==> src/rtl/fstore_pkg.sv <==
// Shared constants and types for the framebuffer copy/fill engine.
package fstore_pkg;

    localparam logic [2:0] REG_SRC   = 3'd0;
    localparam logic [2:0] REG_DST   = 3'd1;
    localparam logic [2:0] REG_COUNT = 3'd2;
    localparam logic [2:0] REG_FILL  = 3'd3;
    localparam logic [2:0] REG_CTRL  = 3'd4;

    // CTRL write bits
    localparam int CTRL_START = 0;
    localparam int CTRL_MODE  = 1;
    localparam int CTRL_ABORT = 2;
    localparam int CTRL_IEN   = 3;
    localparam int CTRL_CLEAR = 4;

    // CTRL read bits
    localparam int STAT_BUSY    = 0;
    localparam int STAT_DONE    = 1;
    localparam int STAT_ABORTED = 2;
    localparam int STAT_IEN     = 3;
    localparam int STAT_REM_LSB = 16;

    typedef enum logic [2:0] {
        IDLE,
        RD,
        RWAIT,
        WR,
        FILL
    } blit_state_t;

endpackage

==> src/rtl/fstore_port_arb.sv <==
// Combinational owner select for the framebuffer port: a CPU framebuffer
// access always wins, otherwise the engine request drives the port.
module fstore_port_arb #(
    parameter int FB_BIT = 19
) (
    input  logic        i_cpu_en,
    input  logic        i_cpu_sel,
    input  logic [7:0]  i_cpu_we,
    input  logic [19:0] i_cpu_addr,
    input  logic [63:0] i_cpu_wrdata,
    input  logic        i_eng_req,
    input  logic [7:0]  i_eng_we,
    input  logic [19:0] i_eng_addr,
    input  logic [63:0] i_eng_wrdata,
    output logic        o_eng_gnt,
    output logic        o_mem_en,
    output logic [7:0]  o_mem_we,
    output logic [19:0] o_mem_addr,
    output logic [63:0] o_mem_wrdata
);

    logic w_cpu_fb;

    assign w_cpu_fb  = i_cpu_en & ~i_cpu_sel & i_cpu_addr[FB_BIT];
    assign o_eng_gnt = ~w_cpu_fb;

    always_comb begin
        if (w_cpu_fb) begin
            o_mem_en     = 1'b1;
            o_mem_we     = i_cpu_we;
            o_mem_addr   = i_cpu_addr;
            o_mem_wrdata = i_cpu_wrdata;
        end else begin
            o_mem_en     = i_eng_req;
            o_mem_we     = i_eng_req ? i_eng_we : 8'h00;
            o_mem_addr   = i_eng_addr;
            o_mem_wrdata = i_eng_wrdata;
        end
    end

endmodule

==> src/rtl/fstore_blit.sv <==
// Word-granular copy/fill engine sharing the framebuffer CPU-side port.
// The engine only issues accesses in cycles the CPU leaves the port idle.
module fstore_blit
    import fstore_pkg::*;
#(
    parameter int CNT_W  = 16,
    parameter int FB_BIT = 19
) (
    input  logic        clk_i,
    input  logic        rst_i,
    input  logic        cpu_en,
    input  logic [7:0]  cpu_we,
    input  logic [19:0] cpu_addr,
    input  logic [63:0] cpu_wrdata,
    input  logic        cpu_sel,
    output logic [63:0] cpu_rddata,
    output logic        mem_en,
    output logic [7:0]  mem_we,
    output logic [19:0] mem_addr,
    output logic [63:0] mem_wrdata,
    input  logic [63:0] mem_rddata,
    output logic        irq_o
);

    blit_state_t      r_state;
    logic [CNT_W-1:0] r_src, r_dst, r_count;
    logic [CNT_W-1:0] r_wsrc, r_wdst, r_rem;
    logic [63:0]      r_fill, r_buf, r_reg_rd;
    logic             r_ien, r_done, r_aborted, r_rd_mem;

    logic             w_busy, w_reg_wr, w_reg_rd, w_ctrl_wr, w_abort, w_start;
    logic             w_gnt, w_eng_req, w_eng_fire;
    logic [2:0]       w_idx;
    logic [7:0]       w_eng_we;
    logic [CNT_W-1:0] w_eng_word;
    logic [19:0]      w_eng_addr;
    logic [63:0]      w_eng_data, w_reg_val;

    assign w_idx     = cpu_addr[5:3];
    assign w_busy    = (r_state != IDLE);
    assign w_reg_wr  = cpu_en & cpu_sel & (|cpu_we);
    assign w_reg_rd  = cpu_en & cpu_sel & ~(|cpu_we);
    assign w_ctrl_wr = w_reg_wr & (w_idx == REG_CTRL);
    assign w_abort   = w_ctrl_wr & cpu_wrdata[CTRL_ABORT];
    assign w_start   = w_ctrl_wr & cpu_wrdata[CTRL_START] & ~cpu_wrdata[CTRL_ABORT] & ~w_busy;

    always_comb begin
        w_eng_req  = 1'b0;
        w_eng_we   = 8'h00;
        w_eng_word = r_wdst;
        w_eng_data = r_fill;
        unique case (r_state)
            RD: begin
                w_eng_req  = 1'b1;
                w_eng_word = r_wsrc;
            end
            WR: begin
                w_eng_req  = 1'b1;
                w_eng_we   = 8'hFF;
                w_eng_data = r_buf;
            end
            FILL: begin
                w_eng_req  = 1'b1;
                w_eng_we   = 8'hFF;
            end
            default: ;
        endcase
        // An abort arriving this cycle kills the request so a pending write never reaches the port.
        if (w_abort) begin
            w_eng_req = 1'b0;
            w_eng_we  = 8'h00;
        end
    end

    assign w_eng_addr = {1'b1, w_eng_word, 3'b000};
    assign w_eng_fire = w_eng_req & w_gnt;

    fstore_port_arb #(
        .FB_BIT (FB_BIT)
    ) u_arb (
        .i_cpu_en     (cpu_en),
        .i_cpu_sel    (cpu_sel),
        .i_cpu_we     (cpu_we),
        .i_cpu_addr   (cpu_addr),
        .i_cpu_wrdata (cpu_wrdata),
        .i_eng_req    (w_eng_req),
        .i_eng_we     (w_eng_we),
        .i_eng_addr   (w_eng_addr),
        .i_eng_wrdata (w_eng_data),
        .o_eng_gnt    (w_gnt),
        .o_mem_en     (mem_en),
        .o_mem_we     (mem_we),
        .o_mem_addr   (mem_addr),
        .o_mem_wrdata (mem_wrdata)
    );

    always_ff @(posedge clk_i or posedge rst_i) begin
        if (rst_i) begin
            r_state   <= IDLE;
            r_wsrc    <= '0;
            r_wdst    <= '0;
            r_rem     <= '0;
            r_buf     <= '0;
            r_ien     <= 1'b0;
            r_done    <= 1'b0;
            r_aborted <= 1'b0;
        end else begin
            if (w_ctrl_wr) begin
                r_ien <= cpu_wrdata[CTRL_IEN];
                if (cpu_wrdata[CTRL_CLEAR]) begin
                    r_done    <= 1'b0;
                    r_aborted <= 1'b0;
                end
            end
            unique case (r_state)
                IDLE: begin
                    if (w_start) begin
                        if (r_count == '0) begin
                            r_done <= 1'b1;
                        end else begin
                            r_done    <= 1'b0;
                            r_aborted <= 1'b0;
                            r_wsrc    <= r_src;
                            r_wdst    <= r_dst;
                            r_rem     <= r_count;
                            r_state   <= cpu_wrdata[CTRL_MODE] ? FILL : RD;
                        end
                    end
                end
                RD: begin
                    if (w_eng_fire) r_state <= RWAIT;
                end
                RWAIT: begin
                    r_buf   <= mem_rddata;
                    r_state <= WR;
                end
                WR, FILL: begin
                    if (w_eng_fire) begin
                        r_wdst <= r_wdst + 1'b1;
                        r_rem  <= r_rem - 1'b1;
                        if (r_state == WR) r_wsrc <= r_wsrc + 1'b1;
                        if (r_rem == CNT_W'(1)) begin
                            r_state <= IDLE;
                            r_done  <= 1'b1;
                        end else if (r_state == WR) begin
                            r_state <= RD;
                        end
                    end
                end
                default: r_state <= IDLE;
            endcase
            // NOTE: non-blocking assignments resolve last-wins, so this abort overrides any transition above.
            if (w_abort && w_busy) begin
                r_state   <= IDLE;
                r_aborted <= 1'b1;
            end
        end
    end

    always_comb begin
        w_reg_val = '0;
        case (w_idx)
            REG_SRC:   w_reg_val[CNT_W-1:0] = r_src;
            REG_DST:   w_reg_val[CNT_W-1:0] = r_dst;
            REG_COUNT: w_reg_val[CNT_W-1:0] = r_count;
            REG_FILL:  w_reg_val            = r_fill;
            REG_CTRL: begin
                w_reg_val[STAT_BUSY]                = w_busy;
                w_reg_val[STAT_DONE]                = r_done;
                w_reg_val[STAT_ABORTED]             = r_aborted;
                w_reg_val[STAT_IEN]                 = r_ien;
                w_reg_val[STAT_REM_LSB +: CNT_W]    = r_rem;
            end
            default: ;
        endcase
    end

    always_ff @(posedge clk_i or posedge rst_i) begin
        if (rst_i) begin
            r_src    <= '0;
            r_dst    <= '0;
            r_count  <= '0;
            r_fill   <= '0;
            r_reg_rd <= '0;
            r_rd_mem <= 1'b0;
        end else begin
            if (w_reg_wr && !w_busy) begin
                case (w_idx)
                    REG_SRC:   r_src   <= cpu_wrdata[CNT_W-1:0];
                    REG_DST:   r_dst   <= cpu_wrdata[CNT_W-1:0];
                    REG_COUNT: r_count <= cpu_wrdata[CNT_W-1:0];
                    REG_FILL:  r_fill  <= cpu_wrdata;
                    default: ;
                endcase
            end
            if (w_reg_rd) r_reg_rd <= w_reg_val;
            r_rd_mem <= cpu_en & ~cpu_sel;
        end
    end

    assign cpu_rddata = r_rd_mem ? mem_rddata : r_reg_rd;
    assign irq_o      = r_done & r_ien;

endmodule
==> config.mk <==
export PLATFORM = sky130hd
export DESIGN_NAME = fstore_blit
export DESIGN_NICKNAME = d
export VERILOG_FILES = /design/src/rtl/fstore_pkg.sv /design/src/rtl/fstore_port_arb.sv /design/src/rtl/fstore_blit.sv
export SDC_FILE = /design/constraint.sdc
export NUM_CORES = 1
export LEC_CHECK = 0
export ABC_CLOCK_PERIOD_IN_PS = 23800
export CAP_MARGIN = 20
export CORE_UTILIZATION = 58
export CTS_BUF_LIST = sky130_fd_sc_hd__clkbuf_8
export CTS_CLUSTER_SIZE = 28
export DETAILED_ROUTE_END_ITERATION = 7
export GPL_TIMING_DRIVEN = 1
export PLACE_DENSITY = 0.95
export SYNTH_ARGS = -nofsm -noshare
export SYNTH_HDL_FRONTEND = slang
export SYNTH_HIERARCHICAL = 1
export SYNTH_SLANG_ARGS = --single-unit
export TNS_END_PERCENT = 50
==> constraint.sdc <==
create_clock -name clk_i -period 23.8 [get_ports clk_i]
set_input_delay 3.57 -clock clk_i [delete_from_list [all_inputs] [get_ports clk_i]]
set_output_delay 3.57 -clock clk_i [all_outputs]
set_load 0.1 [all_outputs]
==> results of run 1 <==
## metal layers
layer,up-vias,GRT usage [%]
li1,6021,-
met1,6924,43.38
met2,1029,59.61
met3,269,10.01
met4,2,22.13
met5,-,0
## sequential cells by signal (all words and copies together), names as in the netlist
register   flops
r_aborted      1
r_buf         64
r_count       16
r_done         1
r_dst         16
r_fill        64
r_ien          1
r_rd_mem       1
r_reg_rd      64
r_rem         16
r_src         16
r_state        3
r_wdst        16
r_wsrc        16
## final timing paths
path / from / to / slack, ns
max in group asynchronous: rst_i / r_rem[2] / 18.82
max: cpu_sel / mem_wrdata[36] / 12.99
min in group asynchronous: rst_i / r_reg_rd[54] / 3.54
min reg2reg: r_reg_rd[48] / r_reg_rd[48] / 0.47
max reg2reg: r_state[0] / r_wdst[0] / 20.29
min: r_reg_rd[48] / r_reg_rd[48] / 0.47
## report_power, final
part	internal [mW]	switching, mW
Combinational	0.527	1.05
Clock	0.306	0.212
Sequential	0.693	0.205
Total	1.53	1.46
## cell type report
cell class | count | area share [%]
antenna | 2 | 0.02427
timing repair buffer | 337 | 16.21
inverter | 19 | 0.3822
sequential | 295 | 35.80
clock buffer | 67 | 4.472
tap | 372 | 2.257
multi-input combinational | 1119 | 39.71
clock inverter | 22 | 1.147
## cells by family after synthesis
kind of cell,Yosys count,synth area share [%]
compound gates,185,7.496
xor+xnor,2,0.1090
fa+ha+maj,4,0.3114
buf+inv,121,3.386
flops,295,45.93
mux,362,27.40
other cells,2,0.04672
simple gates,562,15.33
## cells in the final DEF, fill, tap and decap left out, types with 26 or more instances in the layout
master	synthesis	final
inv_1	19	26
nor2_1	65	64
clkdlybuf4s50_1	0	316
nand2_1	356	355
a21oi_1	51	50
nand3_1	54	54
dfrtp_1	295	294
clkbuf_8	0	67
o21ai_0	42	42
mux2_2	288	288
mux2_4	49	49
## critical path: cells and delay by family
| family | cells | cell delay (ns) |
|---|---|---|
| buffers and inverters | 3 | 2.49 |
| multiplexers | 1 | 0.29 |
| AND/OR/NAND/NOR | 1 | 0.69 |
==> results.txt, run 1 <==
status: complete, no violations
clock sinks: 295
CTS H-tree depth: 2
iteration-0 DRC count of the detailed router: 1819
Tmin final: 10.81 ns
routability cong.: 0.9328
Synth Area per Inst: 10.49 µm²
post-detail-place hpwl: 34120 µm
# nets final: 1984
Num CTS Buffers: 48
count leader, synth: nand2_1
floorplan row count: 60
GRT overflow: 0
critical path required time: 20.23 ns
Setup Skew: 0.02573 ns
post-route non-filler standard cell count: 2233
dpl ws: 13.05 ns
final wirelength: 51680 µm
top cells by area, synth: dfrtp_1 46%, mux2_2 20%, nand2_1 8.3%
CTS tree: built
total of max-cap violations: 0
hold buffer count at CTS: 0
Via density: 6.379
cell area after synthesis: 16070 µm²
fmax: 92.52 MHz
worst reg2reg path depth: 9
max-slew violation count: 0
Die Height: 168.5 µm
Setup crit end kind: output port
slew margin rel.: 23.32%
P_leak: 9.268 nW
Root Driver: clkbuf_8
hold-critical path depth: 2
met2 wire len: 24390 µm
Area Growth Syn to Fin: 28.29%
top sig layer: met5
Hold WC Path Type: register to register
Ports: 318
Post-synth top cells: 356 x nand2_1, 295 x dfrtp_1, 288 x mux2_2
DR DRC count: 0
fillers: 1626
register area share after synthesis: 45.93%
Peak VDD IR: 0.0001306 V
pin count of the biggest net entering global routing: 162
setup TNS: 0 ns
Slew @ Worst Pin: 1.150 ns
design area: 20620 µm²
via count: 14.25k
first-pass GRT wire length: 80430 µm
Hold Slack: 0.4667 ns
ys async rst share: 100.0%
PD cells: 145.0 nW/µm²
die area: 28380 µm²
critical-path maximum fanout: 55
CP Class: input port to output port
initial antenna violation count: 3
post_cts resized: 0
Max clock buf depth: 3
vias in the first global route: 14.57k
total power draw: 2.991 mW
Worst Path Arrival: 7.24 ns
post-route ant nets: 0
Routed met1 length: 18400 µm
Port Buffers: 316
Reg area: 7383 µm²
final hold violations: 0
routed wl met3: 5418 µm
Reg clk slew, reported paths: 0.06 ns
core area: 27100 µm²
Chip Width: 168.5 µm
Yosys reg bits: 295
post-place instance area: 19440 µm²
slowest CP cell: clkdlybuf4s50_1
postcts setup bufs: 0
starting density of the core: 59.31%
worst-skew pair later-pin latency: 0.59 ns
Multi-input gate area: 8189 µm²
layout cell share with drive strength beyond 1: 25.87%
wire per inst: 23.14 µm
drt pass-1 iters: 6
Synth Instances: 1533
PnR worst setup slack: 12.99 ns
Main synth FF type: dfrtp_1
dominant cell type by area after synthesis: dfrtp_1
Crit path largest cell delay: 1.17 ns
number of synthesized flops with an enable pin: 0
Final period util: 45.41%
Final Util: 76.09%
total track usage: 36.55%
# setup viols final: 0
Top cell by count, worst path: clkdlybuf4s50_1
placed cells: 2140
CP startpoint kind: input port
synth unique cells: 68
Critical Path, Cell by Cell: clkdlybuf4s50_1, nand3b_4, buf_4, mux2_4, clkdlybuf4s50_1
Synth Warn #: 6
post-synth top area share: 45.93%
RSZ-0062 raised after global routing: no
Power figures use the tool's default switching activity.
==> inputs of run 2 (changes only) <==
- ABC_CLOCK_PERIOD_IN_PS: 23800 -> 9200
- CORE_UTILIZATION: 58 -> 49
- PLACE_DENSITY: 0.95 -> 0.88
- clock period: 23.8 -> 9.2 ns (I/O delays scaled with it)
==> run 2 against run 1 <==
Net effect:
- sequential share of layout area rose by 0.16 points
- register-to-register slack got worse by 15 ns
- flip-flop and latch count did not move
- routed wire length fell by 4.9%
- clock power rose by 120%
- final area fell by 0.46%
- critical path type unchanged
==> results.txt, run 2 (synthesis results as in run 1) <==
status: complete, no violations (unchanged)
worst reg2reg path depth: 6 (was 9)
CP top delay family: buffers and inverters (unchanged)
RSZ-0062 raised after global routing: no (unchanged)
CTS H-tree depth: 2 (unchanged)
core area: 31880 µm² (was 27100 µm²)
CP Class: input port to output port (unchanged)
Root Driver: clkbuf_8 (unchanged)
post_cts resized: 0 (unchanged)
Port Buffers: 316 (unchanged)
critical path required time: 7.82 ns (was 20.23 ns)
P_leak: 9.214 nW (was 9.268 nW)
initial antenna violation count: 0 (was 3)
critical path depth: 5 (unchanged)
starting density of the core: 50.42% (was 59.31%)
post-detail-place hpwl: 33270 µm (was 34120 µm)
Sw Ratio: 49.50% (was 48.98%)
final wirelength: 49160 µm (was 51680 µm)
worst-skew pair later-pin latency: 0.58 ns (was 0.59 ns)
layout cell share with drive strength beyond 1: 25.30% (was 25.87%)
Comb power frac: 54.0% (was 52.7%)
biggest regs: r_buf: 64 flops, r_fill: 64 flops, r_reg_rd: 64 flops (unchanged)
Max clock buf depth: 3 (unchanged)
CP startpoint kind: input port (unchanged)
Area Growth Syn to Fin: 27.71% (was 28.29%)
hold buffer count at CTS: 0 (unchanged)
floorplan row count: 65 (was 60)
via count: 13.75k (was 14.25k)
Final period util: 69.36%
wire per inst: 21.44 µm (was 23.14 µm)
Critical Path, Cell by Cell: clkdlybuf4s50_1, nand3b_4, buf_4, mux2_2, clkdlybuf4s50_1 (was clkdlybuf4s50_1, nand3b_4, buf_4, mux2_4, clkdlybuf4s50_1)
Final Util: 64.39% (was 76.09%)
vias in the first global route: 13.96k (was 14.57k)
Setup Skew: 0.02300 ns (was 0.02573 ns)
register-to-register setup slack: 5.76 ns (was 20.29 ns)
placed cells: 2207 (was 2140)
PD cells: 363.8 nW/µm² (was 145.0 nW/µm²)
first-pass GRT wire length: 76200 µm (was 80430 µm)
Via density: 5.998 (was 6.379)
Peak VDD IR: 0.0003649 V (was 0.0001306 V)
routability cong.: 0.9021 (was 0.9328)
pin count of the biggest net entering global routing: 173 (was 162)
Slew @ Worst Pin: 1.145 ns (was 1.150 ns)
post-route non-filler standard cell count: 2293 (was 2233)
drt pass-1 iters: 8 (was 6)
final hold violations: 0 (unchanged)
total track usage: 28.88% (was 36.55%)
Hold WC Path Type: register to register (unchanged)
DR DRC count: 0 (unchanged)
Worst Path Arrival: 5.00 ns (was 7.24 ns)
GRT overflow: 0 (unchanged)
Ports: 318 (unchanged)
Crit path largest cell delay: 1.14 ns (was 1.17 ns)
max-slew violation count: 0 (unchanged)
Die Height: 183.1 µm (was 168.5 µm)
Int Pwr: 3.772 mW (was 1.526 mW)
slowest CP cell: clkdlybuf4s50_1 (unchanged)
slew margin rel.: 23.67% (was 23.32%)
Num CTS Buffers: 48 (unchanged)
CTS tree: built (unchanged)
total of max-cap violations: 0 (unchanged)
worst path bufs/invs: 3 (unchanged)
clock sinks: 295 (unchanged)
part of the power in registers: 30.8% (was 30.0%)
postcts setup bufs: 0 (unchanged)
Clk pwr share: 15.2% (was 17.3%)
die area: 33530 µm² (was 28380 µm²)
# nets final: 1987 (was 1984)
Top cell by count, worst path: clkdlybuf4s50_1 (unchanged)
switching power total: 3.698 mW (was 1.465 mW)
fmax: 156.7 MHz
commonest non-fill, non-tap cell in the layout: nand2_1 (unchanged)
diode count: 0 (was 2)
# setup viols final: 0 (unchanged)
Chip Width: 183.1 µm (was 168.5 µm)
Hold Slack: 0.4648 ns (was 0.4667 ns)
critical-path maximum fanout: 59 (was 55)
setup TNS: 0 ns (unchanged)
Setup crit end kind: output port (unchanged)
commonest cells after routing, fill and taps aside: 355 x nand2_1, 316 x clkdlybuf4s50_1, 294 x dfrtp_1 (unchanged)
post-route ant nets: 0 (unchanged)
Reg clk slew, reported paths: 0.06 ns (about the same)
iteration-0 DRC count of the detailed router: 1574 (was 1819)
hold-critical path depth: 2 (unchanged)
Tmin final: 6.381 ns
-- run 2: cell count changes in the layout (fill, tap and decap cells not counted) --
| cell | previous run | this run |
|---|---|---|
| buf_16 | 0 | 1 |
| buf_2 | 1 | 0 |
| buf_4 | 17 | 22 |
| buf_6 | 1 | 0 |
| buf_8 | 1 | 0 |
| bufinv_16 | 5 | 1 |
| clkbuf_8 | 67 | 60 |
| clkinv_2 | 5 | 3 |
| clkinvlp_4 | 3 | 4 |
| diode_2 | 2 | 0 |
| inv_1 | 26 | 36 |
| inv_6 | 1 | 0 |
| inv_8 | 1 | 0 |
-- run 2: worst register-to-register path: cells and delay by family (launching register included) --
| kind | cells | cell delay [ns] |
|---|---|---|
| simple gates | 2 | 0.86 |
| compound gates | 3 | 1.09 |
| flops | 1 | 0.59 |
| buf+inv | 1 | 0.80 |
-- run 2: final timing paths --
path                         startpoint             to
min in group asynchronous         rst_i      r_buf[52]
min                        r_reg_rd[59]   r_reg_rd[59]
max reg2reg                  r_state[0]      r_rem[11]
min reg2reg                r_reg_rd[59]   r_reg_rd[59]
max in group asynchronous         rst_i       r_rd_mem
max                             cpu_sel  mem_wrdata[4]
-- run 2: area by class of cell --
| class | instances | area [µm²] |
|---|---|---|
| inverter | 19 | 75.07 |
| tap | 435 | 544.3 |
| fill | 2396 | 11350 |
| sequential | 295 | 7383 |
| timing repair buffer | 340 | 3376 |
| clock inverter | 25 | 135.1 |
| clock buffer | 60 | 825.8 |
| multi-input combinational | 1119 | 8189 |
-- run 2: through the flow --
stage | power (mW) | area (µm²) | setup WS (ns)
2_1_floorplan | 5.305 | 16090 | 3.619
3_3_place_gp | 6.167 | 19540 | 2.944
3_5_place_dp | 6.286 | 19540 | 2.854
4_1_cts | 7.448 | 20500 | 2.845
5_1_grt | 7.773 | 20530 | 2.737
6_report | 7.469 | 20530 | 2.819
-- run 2: layer usage --
layer | global-route usage (%) | routed length, µm | up-vias
met5 | 0 | 0 | -
met2 | 48.44 | 23810 | 835
li1 | - | - | 5992
met4 | 12.73 | 1917 | 0
met3 | 5.500 | 4263 | 156
met1 | 36.38 | 19170 | 6770
-- run 2: power by group through the flow --
stage / combinational, mW / sequential (mW) / clock, mW
final: 4.03 / 2.30 / 1.14
after global routing: 4.22 / 2.34 / 1.22
after CTS: 4.02 / 2.27 / 1.16
after detailed placement: 4.00 / 2.28 / 0
after global placement: 3.92 / 2.24 / 0
after floorplan: 3.22 / 2.08 / 0
